$ cat src/rtl/ysyx_24100027_pkg.sv
// Shared definitions for the NPC execution sequencer: FSM states, halt causes, reset PC.
package ysyx_24100027_pkg;

    typedef enum logic [2:0] {
        S_RST    = 3'd0,
        S_FETCH  = 3'd1,
        S_IWAIT  = 3'd2,
        S_DECODE = 3'd3,
        S_DREQ   = 3'd4,
        S_DWAIT  = 3'd5,
        S_WB     = 3'd6,
        S_HALT   = 3'd7
    } state_t;

    localparam logic [1:0] ERR_EBREAK  = 2'b00;
    localparam logic [1:0] ERR_ILLEGAL = 2'b01;
    localparam logic [1:0] ERR_TIMEOUT = 2'b10;

    localparam logic [31:0] DEFAULT_RESET_PC = 32'h8000_0000;

    // States in which the core is waiting on a bus and the timeout counter runs.
    function automatic logic is_bus_wait(input state_t s);
        return s inside {S_FETCH, S_IWAIT, S_DREQ, S_DWAIT};
    endfunction

endpackage

$ cat src/rtl/ysyx_24100027_bus_timer.sv
// Saturating bus-wait counter: cleared on request, counts while enabled, flags all-ones.
module ysyx_24100027_bus_timer #(
    parameter int unsigned WIDTH = 8
) (
    input  logic clk,
    input  logic rst,
    input  logic i_clear,
    input  logic i_enable,
    output logic o_expired
);

    logic [WIDTH-1:0] r_count;

    always_ff @(posedge clk) begin
        if (rst || i_clear) begin
            r_count <= '0;
        end else if (i_enable && !o_expired) begin
            r_count <= r_count + 1'b1;
        end
    end

    assign o_expired = &r_count;

endmodule

$ cat src/rtl/ysyx_24100027_exec_sequencer.sv
// Multi-cycle NPC control FSM: fetch, decode, optional data access, writeback.
// Owns PC and the latched instruction; halts on ebreak, illegal op or bus timeout.
module ysyx_24100027_exec_sequencer
    import ysyx_24100027_pkg::*;
#(
    parameter logic [31:0] RESET_PC  = DEFAULT_RESET_PC,
    parameter int unsigned TIMEOUT_W = 8
) (
    input  logic        clk,
    input  logic        rst,
    output logic        imem_req,
    output logic [31:0] imem_addr,
    input  logic        imem_ack,
    input  logic        imem_rvalid,
    input  logic [31:0] imem_rdata,
    output logic [31:0] inst,
    output logic [31:0] pc,
    input  logic [31:0] next_pc,
    input  logic        dec_regwr,
    input  logic        dec_load,
    input  logic        dec_store,
    input  logic        dec_trap,
    input  logic        dec_illegal,
    output logic        dmem_req,
    output logic        dmem_we,
    input  logic        dmem_ack,
    input  logic        dmem_rvalid,
    output logic        rf_we,
    output logic        commit,
    output logic        halted,
    output logic [1:0]  err
);

    state_t      r_state;
    state_t      w_next;
    logic [31:0] r_pc;
    logic [31:0] r_inst;
    logic [1:0]  r_err;

    logic        w_expired;
    logic        w_timer_clr;
    logic        w_timer_en;
    logic        w_inst_load;
    logic        w_err_set;
    logic [1:0]  w_err_code;

    ysyx_24100027_bus_timer #(
        .WIDTH(TIMEOUT_W)
    ) u_bus_timer (
        .clk      (clk),
        .rst      (rst),
        .i_clear  (w_timer_clr),
        .i_enable (w_timer_en),
        .o_expired(w_expired)
    );

    assign w_timer_clr = (w_next != r_state);
    assign w_timer_en  = is_bus_wait(r_state);

    always_comb begin
        w_next      = r_state;
        imem_req    = 1'b0;
        dmem_req    = 1'b0;
        dmem_we     = 1'b0;
        rf_we       = 1'b0;
        commit      = 1'b0;
        w_inst_load = 1'b0;
        w_err_set   = 1'b0;
        w_err_code  = ERR_EBREAK;

        case (r_state)
            S_RST: begin
                w_next = S_FETCH;
            end

            // Timeout takes priority in every wait state: the request is
            // dropped in the expiring cycle so no late ack can be accepted.
            S_FETCH: begin
                if (w_expired) begin
                    w_next     = S_HALT;
                    w_err_set  = 1'b1;
                    w_err_code = ERR_TIMEOUT;
                end else begin
                    imem_req = 1'b1;
                    if (imem_ack) begin
                        if (imem_rvalid) begin
                            w_inst_load = 1'b1;
                            w_next      = S_DECODE;
                        end else begin
                            w_next = S_IWAIT;
                        end
                    end
                end
            end

            S_IWAIT: begin
                if (w_expired) begin
                    w_next     = S_HALT;
                    w_err_set  = 1'b1;
                    w_err_code = ERR_TIMEOUT;
                end else if (imem_rvalid) begin
                    w_inst_load = 1'b1;
                    w_next      = S_DECODE;
                end
            end

            S_DECODE: begin
                if (dec_illegal) begin
                    w_next     = S_HALT;
                    w_err_set  = 1'b1;
                    w_err_code = ERR_ILLEGAL;
                end else if (dec_trap) begin
                    commit     = 1'b1;
                    w_next     = S_HALT;
                    w_err_set  = 1'b1;
                    w_err_code = ERR_EBREAK;
                end else if (dec_load || dec_store) begin
                    w_next = S_DREQ;
                end else begin
                    w_next = S_WB;
                end
            end

            S_DREQ: begin
                if (w_expired) begin
                    w_next     = S_HALT;
                    w_err_set  = 1'b1;
                    w_err_code = ERR_TIMEOUT;
                end else begin
                    dmem_req = 1'b1;
                    dmem_we  = dec_store;
                    if (dmem_ack) begin
                        if (dec_store || dmem_rvalid) begin
                            w_next = S_WB;
                        end else begin
                            w_next = S_DWAIT;
                        end
                    end
                end
            end

            S_DWAIT: begin
                if (w_expired) begin
                    w_next     = S_HALT;
                    w_err_set  = 1'b1;
                    w_err_code = ERR_TIMEOUT;
                end else if (dmem_rvalid) begin
                    w_next = S_WB;
                end
            end

            S_WB: begin
                rf_we  = dec_regwr && !dec_store;
                commit = 1'b1;
                w_next = S_FETCH;
            end

            S_HALT: begin
                w_next = S_HALT;
            end

            default: begin
                w_next = S_RST;
            end
        endcase
    end

    always_ff @(posedge clk) begin
        if (rst) begin
            r_state <= S_RST;
            r_pc    <= RESET_PC;
            r_inst  <= '0;
            r_err   <= ERR_EBREAK;
        end else begin
            r_state <= w_next;
            if (r_state == S_WB) begin
                r_pc <= next_pc;
            end
            if (w_inst_load) begin
                r_inst <= imem_rdata;
            end
            if (w_err_set) begin
                r_err <= w_err_code;
            end
        end
    end

    assign imem_addr = r_pc;
    assign pc        = r_pc;
    assign inst      = r_inst;
    assign halted    = (r_state == S_HALT);
    assign err       = r_err;

endmodule

$ cat config.mk
export PLATFORM = sky130hd
export DESIGN_NAME = ysyx_24100027_exec_sequencer
export DESIGN_NICKNAME = d
export VERILOG_FILES = /design/src/rtl/ysyx_24100027_pkg.sv /design/src/rtl/ysyx_24100027_bus_timer.sv /design/src/rtl/ysyx_24100027_exec_sequencer.sv
export SDC_FILE = /design/constraint.sdc
export NUM_CORES = 1
export LEC_CHECK = 0
export ABC_AREA = 1
export CAP_MARGIN = 25
export CORE_MARGIN = 2
export CORE_UTILIZATION = 44
export CTS_CLUSTER_DIAMETER = 120
export CTS_CLUSTER_SIZE = 25
export DETAILED_ROUTE_END_ITERATION = 10
export HOLD_SLACK_MARGIN = 0.15
export PLACE_DENSITY = 0.85
export SLEW_MARGIN = 0
export SYNTH_ARGS = -nofsm -noshare
export SYNTH_HDL_FRONTEND = slang
export SYNTH_SLANG_ARGS = --single-unit
$ cat constraint.sdc
create_clock -name clk -period 2.74 [get_ports clk]
set_input_delay 0.274 -clock clk [delete_from_list [all_inputs] [get_ports clk]]
set_output_delay 0.274 -clock clk [all_outputs]
set_load 0.02 [all_outputs]
# Word-level counts from Yosys, hierarchy flattened

Index checks and enable logic that the tools add are counted.

Input bits: 75
Word-level logic and storage cells: 60
Register bits: 77
Output and inout bits: 104

$add $sub $neg: 1
Reduce and logical (&&, ||, !) cells: 12
Mux-type cells: 34
Equal/unequal tests: 8

Operator list:

| cell                                           | count |
|---|---|
| 2-to-1 mux 3 bit                               | 8 |
| one-hot mux 3 bit (7 select lines)             | 1 |
| 2-to-1 mux 1 bit                               | 16 |
| == test 3 bit (second input constant)          | 4 |
| 2-to-1 mux 2 bit                               | 5 |
| adder 8 x 1 -> 8 bit (second input constant)   | 1 |
| AND reduction 8 bit                            | 1 |
| == test 3 x 2 -> 1 bit (second input constant) | 2 |
| one-hot mux 1 bit (2 select lines)             | 3 |
| one-hot mux 2 bit (2 select lines)             | 1 |
| nonzero test 4 bit                             | 1 |
| OR reduction 4 bit                             | 1 |
| == test 3 x 1 -> 1 bit (second input constant) | 1 |
| zero test 3 bit                                | 1 |
| logical OR 1 bit                               | 3 |
| != test 3 bit                                  | 1 |
| logical AND 1 bit                              | 2 |
| zero test 1 bit                                | 2 |
| OR reduction 2 bit                             | 1 |

# Logic depth before layout (Yosys ltp)

Word-level depth: 7
Depth in mapped cells: 13
Gate-level depth less buffers: 13

# Hierarchy

A second synthesis with hierarchy kept.

Cell total of the unflattened synthesis: 474
Area total of the unflattened synthesis: 3393.3 µm²

By module, submodules not included:

| module                       | instances | seq. area each (µm²) | cells an instance | area each (µm²) |
|---|---|---|---|---|
| ysyx_24100027_exec_sequencer | 1         | 1381.3               | 402               | 2936.6 |
| ysyx_24100027_bus_timer      | 1         | 160.2                | 72                | 456.7 |

# Worst setup path before layout

No wires, ideal clock.

Kind: register to register
Start point: reg u_bus_timer.r_count[0]
End point: reg r_inst[31], in the netlist inst[31]
Data required time: 2.626 ns
Library setup time: 0.114 ns
Stages on the path, launching flop included: 13
Setup slack: 1.053 ns
Arrival time: 1.573 ns
Path buffers: 1
Period minus slack after synthesis: 1.687 ns
Cell sequence: dfxtp_1 > ha_1 > inv_1 > nor2_2 > nand2_4 > inv_6 > nor2_8 > inv_4 > o21ai_4 > inv_6 > buf_12 > nor2_4 > nor2_2

Cells in the longest elaborated chain, start to end: 3
Elaborated cells between the ends (all ways): 4
Classes of those cells: mux: 3; reduce/logical: 1

RTL lines:

| what                                       | RTL line                                                               | text |
|---|---|---|
| start, declared                            | ysyx_24100027_bus_timer.sv:12                                          | `logic [WIDTH-1:0] r_count;` |
| start signal, assigned                     | ysyx_24100027_bus_timer.sv:18                                          | `r_count <= r_count + 1'b1;` |
| AND reduction 8 bit *                      | ysyx_24100027_bus_timer.sv:22                                          | `assign o_expired = &r_count;` |
| 2-to-1 mux 1 bit, on equally long branches | ysyx_24100027_exec_sequencer.sv:97, ysyx_24100027_exec_sequencer.sv:79 |  |
| one-hot mux 1 bit (2 select lines) *       | ysyx_24100027_exec_sequencer.sv:71                                     | `case (r_state)` |
| end signal, assigned                       | ysyx_24100027_exec_sequencer.sv:180                                    | `r_inst <= imem_rdata;` |
| end, declared                              | ysyx_24100027_exec_sequencer.sv:37                                     | `logic [31:0] r_inst;` |

Mark *: on every way between the ends. The rest lies on a longest branch, timed or not.
A chain may end at the register's enable or synchronous reset.

# Worst setup path in the final report

Start point: reg r_state[2]
End point: out dmem_we

Cells in the longest elaborated chain, start to end: 2

RTL lines:

| what                   | RTL line                            | text |
|---|---|---|
| start, declared        | ysyx_24100027_exec_sequencer.sv:34  | `state_t r_state;` |
| start signal, assigned | ysyx_24100027_exec_sequencer.sv:175 | `r_state <= w_next;` |
| == test 3 bit          | ysyx_24100027_exec_sequencer.sv:71  |  |
| 2-to-1 mux 1 bit       | ysyx_24100027_exec_sequencer.sv:71  |  |
| end, declared          | ysyx_24100027_exec_sequencer.sv:25  | `output logic dmem_we,` |

No other way between the ends.

==> impl_metrics.yaml <==
final_layout:
  drive_above_1_share_pct: 14.0
  fin_cells: 720
  antenna_cells: 0
  num-nets-final: 687
  area_delta_synth_final_pct: 48.3
power:
  pwr-share-comb_pct: 40.0
  intPower_mw: 2.46
  powerDensity_nw_per_um2: 732
  peakVddDrop_v: 0.000480
  p_switching_mw: 1.47
  p_leak_nw: 2.07
  swShare_pct: 37.4
  p_seq_share_pct: 36.6
  pwr-share-clk_pct: 23.4
worst_setup_path:
  worst-endpoint-arrival_ns: 2.12
  regToRegStartpoint: "r_state[1]$_SDFF_PP0_"
  r2r_slack_ns: 0.75
  required_ns: 2.47
  critPathMaxFanout: 6
  reg2regPathDepth: 4
  end_kind: "output pin"
  r2r_end: "imem_addr[24]$_SDFFE_PP0P_"
  setup.worst_path.class: "reg2out"
  startpoint_type: "flop"
die:
  dieArea_um2: 8980
  core-area_um2: 8090
  ioPinCount: 179
  initial_core_util_pct: 44.8
  die_y_um: 94.7
  row_count: 33
  die_w_um: 94.7
cts:
  cts_made_buffers: 9
  clk_transition_reported_paths_ns: 0.08
  clk_latency_ns: 0.34
  cts.path.max_buffers: 2
  cts_tree: "yes"
  clock-sinks: 77
  cts_max_level: 3
  cts_root_buffer: "clkbuf_8"
  cts_setup_buffers: 0
sta:
  timing.hold.ws_ns: 0.469
  period_needed_ns: 2.39
  tns_ns: 0
  maxSlewViolCount: 0
  final_hold_viol_count: 0
  setup_viol: 0
  grt_setup_unrepaired: "no"
  fmax_mhz: 418
  worstMarginPinSlew_ns: 0.968
  relSlewSlack_pct: 35.4
  fin_crit_sh_pct: 87.2
  skew_ns: 0.00876
routing:
  drc_errors: 0
  wl_per_cell_um: 14.0
  ant_nets: 0
  drt_iter0_drc: 139
  drt-total-wl_mm: 10.1
  vias_per_cell: 4.77
  vias: 3433
  drtPass1Iterations: 4
hold_path:
  hp-class: "reg2reg"
  min_from: "err[1]$_SDFFE_PP0P_"
  min_path_cells: 2
  min_to: "err[1]$_SDFFE_PP0P_"
synthesis:
  syn_inst: 471
  ys_ff_latch: 77
  yosysWarnings: 0
  ys_seq_area_share_pct: 42.5
  ys.flop_type: "dfxtp_1"
  syn-cell-area_um2: 3620
  synth_cell_types: 35
  synth_fp_nets: 547
  synth_edf_count: 0
  syn_avg_cell_area_um2: 7.69
  async_flop_share_pct: 0
run_status:
  status: "completed"
global_routing:
  grt_max_degree: 37
  track_usage_pct: 21.6
  grt_pass1_vias: 3198
  grt_pass1_wl_mm: 15.3
  antenna_found_initial: 0
  grt_overflow: 0
flow_run:
  cap_violations: 0
placed_design:
  dpl.cell_count: 705
  place.gp.congestion: 0.848
  portBuffers: 178
  post-dp-hpwl_mm: 7.54
==> worst max-delay path, cell delays in order, from the launching register on <==
cell             delay [ns]
dfxtp_1                0.47
inv_2                  0.12
nor2_4                 0.12
inv_2                  0.06
nor2_2                 0.12
inv_1                  0.07
nor3_1                 0.15
clkdlybuf4s50_1        0.66
==> cells in the final DEF, fill, tap and decap left out, drive strengths merged <==
cell type	Yosys	layout
buf	43	4
nand3	11	11
xnor2	3	3
nor3	2	2
o31ai	1	1
bufinv	0	2
or2	2	2
a21oi	36	36
xor2	4	4
clkbuf	10	9
clkdlybuf4s50	0	177
dfxtp	77	77
nor2	97	97
inv	32	32
clkinv	1	3
o21ai	34	34
nand2	111	111
o21bai	1	1
dlymetal6s2s	0	1
nand4	3	3
a31oi	1	1
a41oi	1	1
clkinvlp	0	2
ha	1	1
==> cell usage after synthesis (4+ instances only) <==
| master | n | share of area (%) |
|---|---|---|
| a21oi_1 | 36 | 5.0 |
| buf_4 | 32 | 6.6 |
| buf_6 | 5 | 1.6 |
| clkbuf_1 | 10 | 1.0 |
| dfxtp_1 | 77 | 43 |
| inv_1 | 24 | 2.5 |
| inv_2 | 5 | 0.52 |
| nand2_1 | 103 | 11 |
| nand2_2 | 5 | 0.86 |
| nand3_1 | 10 | 1.4 |
| nor2_1 | 50 | 5.2 |
| nor2_2 | 43 | 7.4 |
| o21ai_0 | 15 | 2.1 |
| o21ai_1 | 18 | 2.5 |
| xor2_1 | 4 | 0.97 |
==> power by group through the flow <==
stage | Sequential, mW | Clock (mW) | Combinational (mW)
finish | 1.44 | 0.921 | 1.58
global route | 1.46 | 0.991 | 1.71
CTS | 1.43 | 0.941 | 1.59
detailed placement | 1.46 | 0 | 1.58
global placement | 1.45 | 0 | 1.54
floorplan | 1.60 | 0 | 0.923
==> registers in the layout, indices dropped and copies added, names as in the netlist <==
| register | cells |
|---|---|
| u_bus_timer.r_count | 8 |
| r_state | 3 |
| err | 2 |
| imem_addr | 32 |
| inst | 32 |
==> area by class of cell <==
| type | count | area [µm²] |
|---|---|---|
| clock buffer | 9 | 124 |
| clock inverter | 6 | 88.8 |
| timing repair buffer | 182 | 1810 |
| tap | 105 | 131 |
| inverter | 33 | 136 |
| fill | 683 | 2720 |
| multi-input combinational | 308 | 1540 |
| sequential | 77 | 1540 |
==> cell families after synthesis <==
family	count (synthesis)	synth area share, %
buf+inv	86	15.1
xor+xnor	7	1.69
fa+ha+maj	1	0.345
flops	77	42.5
simple gates	226	29.6
compound gates	74	10.8
==> per-layer routing <==
layer | vias to the layer above | track usage, % | part of all wire (%)
met4 | 0 | 4.71 | 0.71
met3 | 8 | 7.02 | 8.5
met1 | 1564 | 24.1 | 39
met2 | 136 | 39.9 | 51
met5 | - | 0 | 0
li1 | 1725 | - | -
==> what timing repair did <==
action | CTS | global route
gates resized for setup | 0 | 2
endpoints found under the setup margin | 0 | 1
hold buffers | 0 | 0
==> worst max-delay path by stage <==
| stage | end | slack [ns] | startpoint |
|---|---|---|---|
| after CTS | commit | 0.09 | r_state[0]$_SDFF_PP0_ |
| after global routing | dmem_we | 0.18 | r_state[2]$_SDFF_PP0_ |
| final | dmem_we | 0.35 | r_state[2]$_SDFF_PP0_ |
| after floorplan | inst[31]$_SDFFE_PP0P_ | 1.05 | u_bus_timer.r_count[0]$_SDFFE_PP0P_ |
| after detailed placement | commit | 0.47 | r_state[0]$_SDFF_PP0_ |
| after global placement | commit | 0.58 | r_state[0]$_SDFF_PP0_ |
==> metrics by stage <==
stage                     total power, mW  area [µm²]  setup slack [ns]  utilization, %
final                                3.94        5370             0.349            66.4
after CTS                            3.97        5370            0.0893            66.4
after floorplan                      2.53        3620              1.05               -
after global routing                 4.17        5370             0.184            66.4
after global placement               2.99        5160             0.577            63.7
after detailed placement             3.03        5160             0.473            63.7
Note: power is estimated with default switching activity, not from simulation.
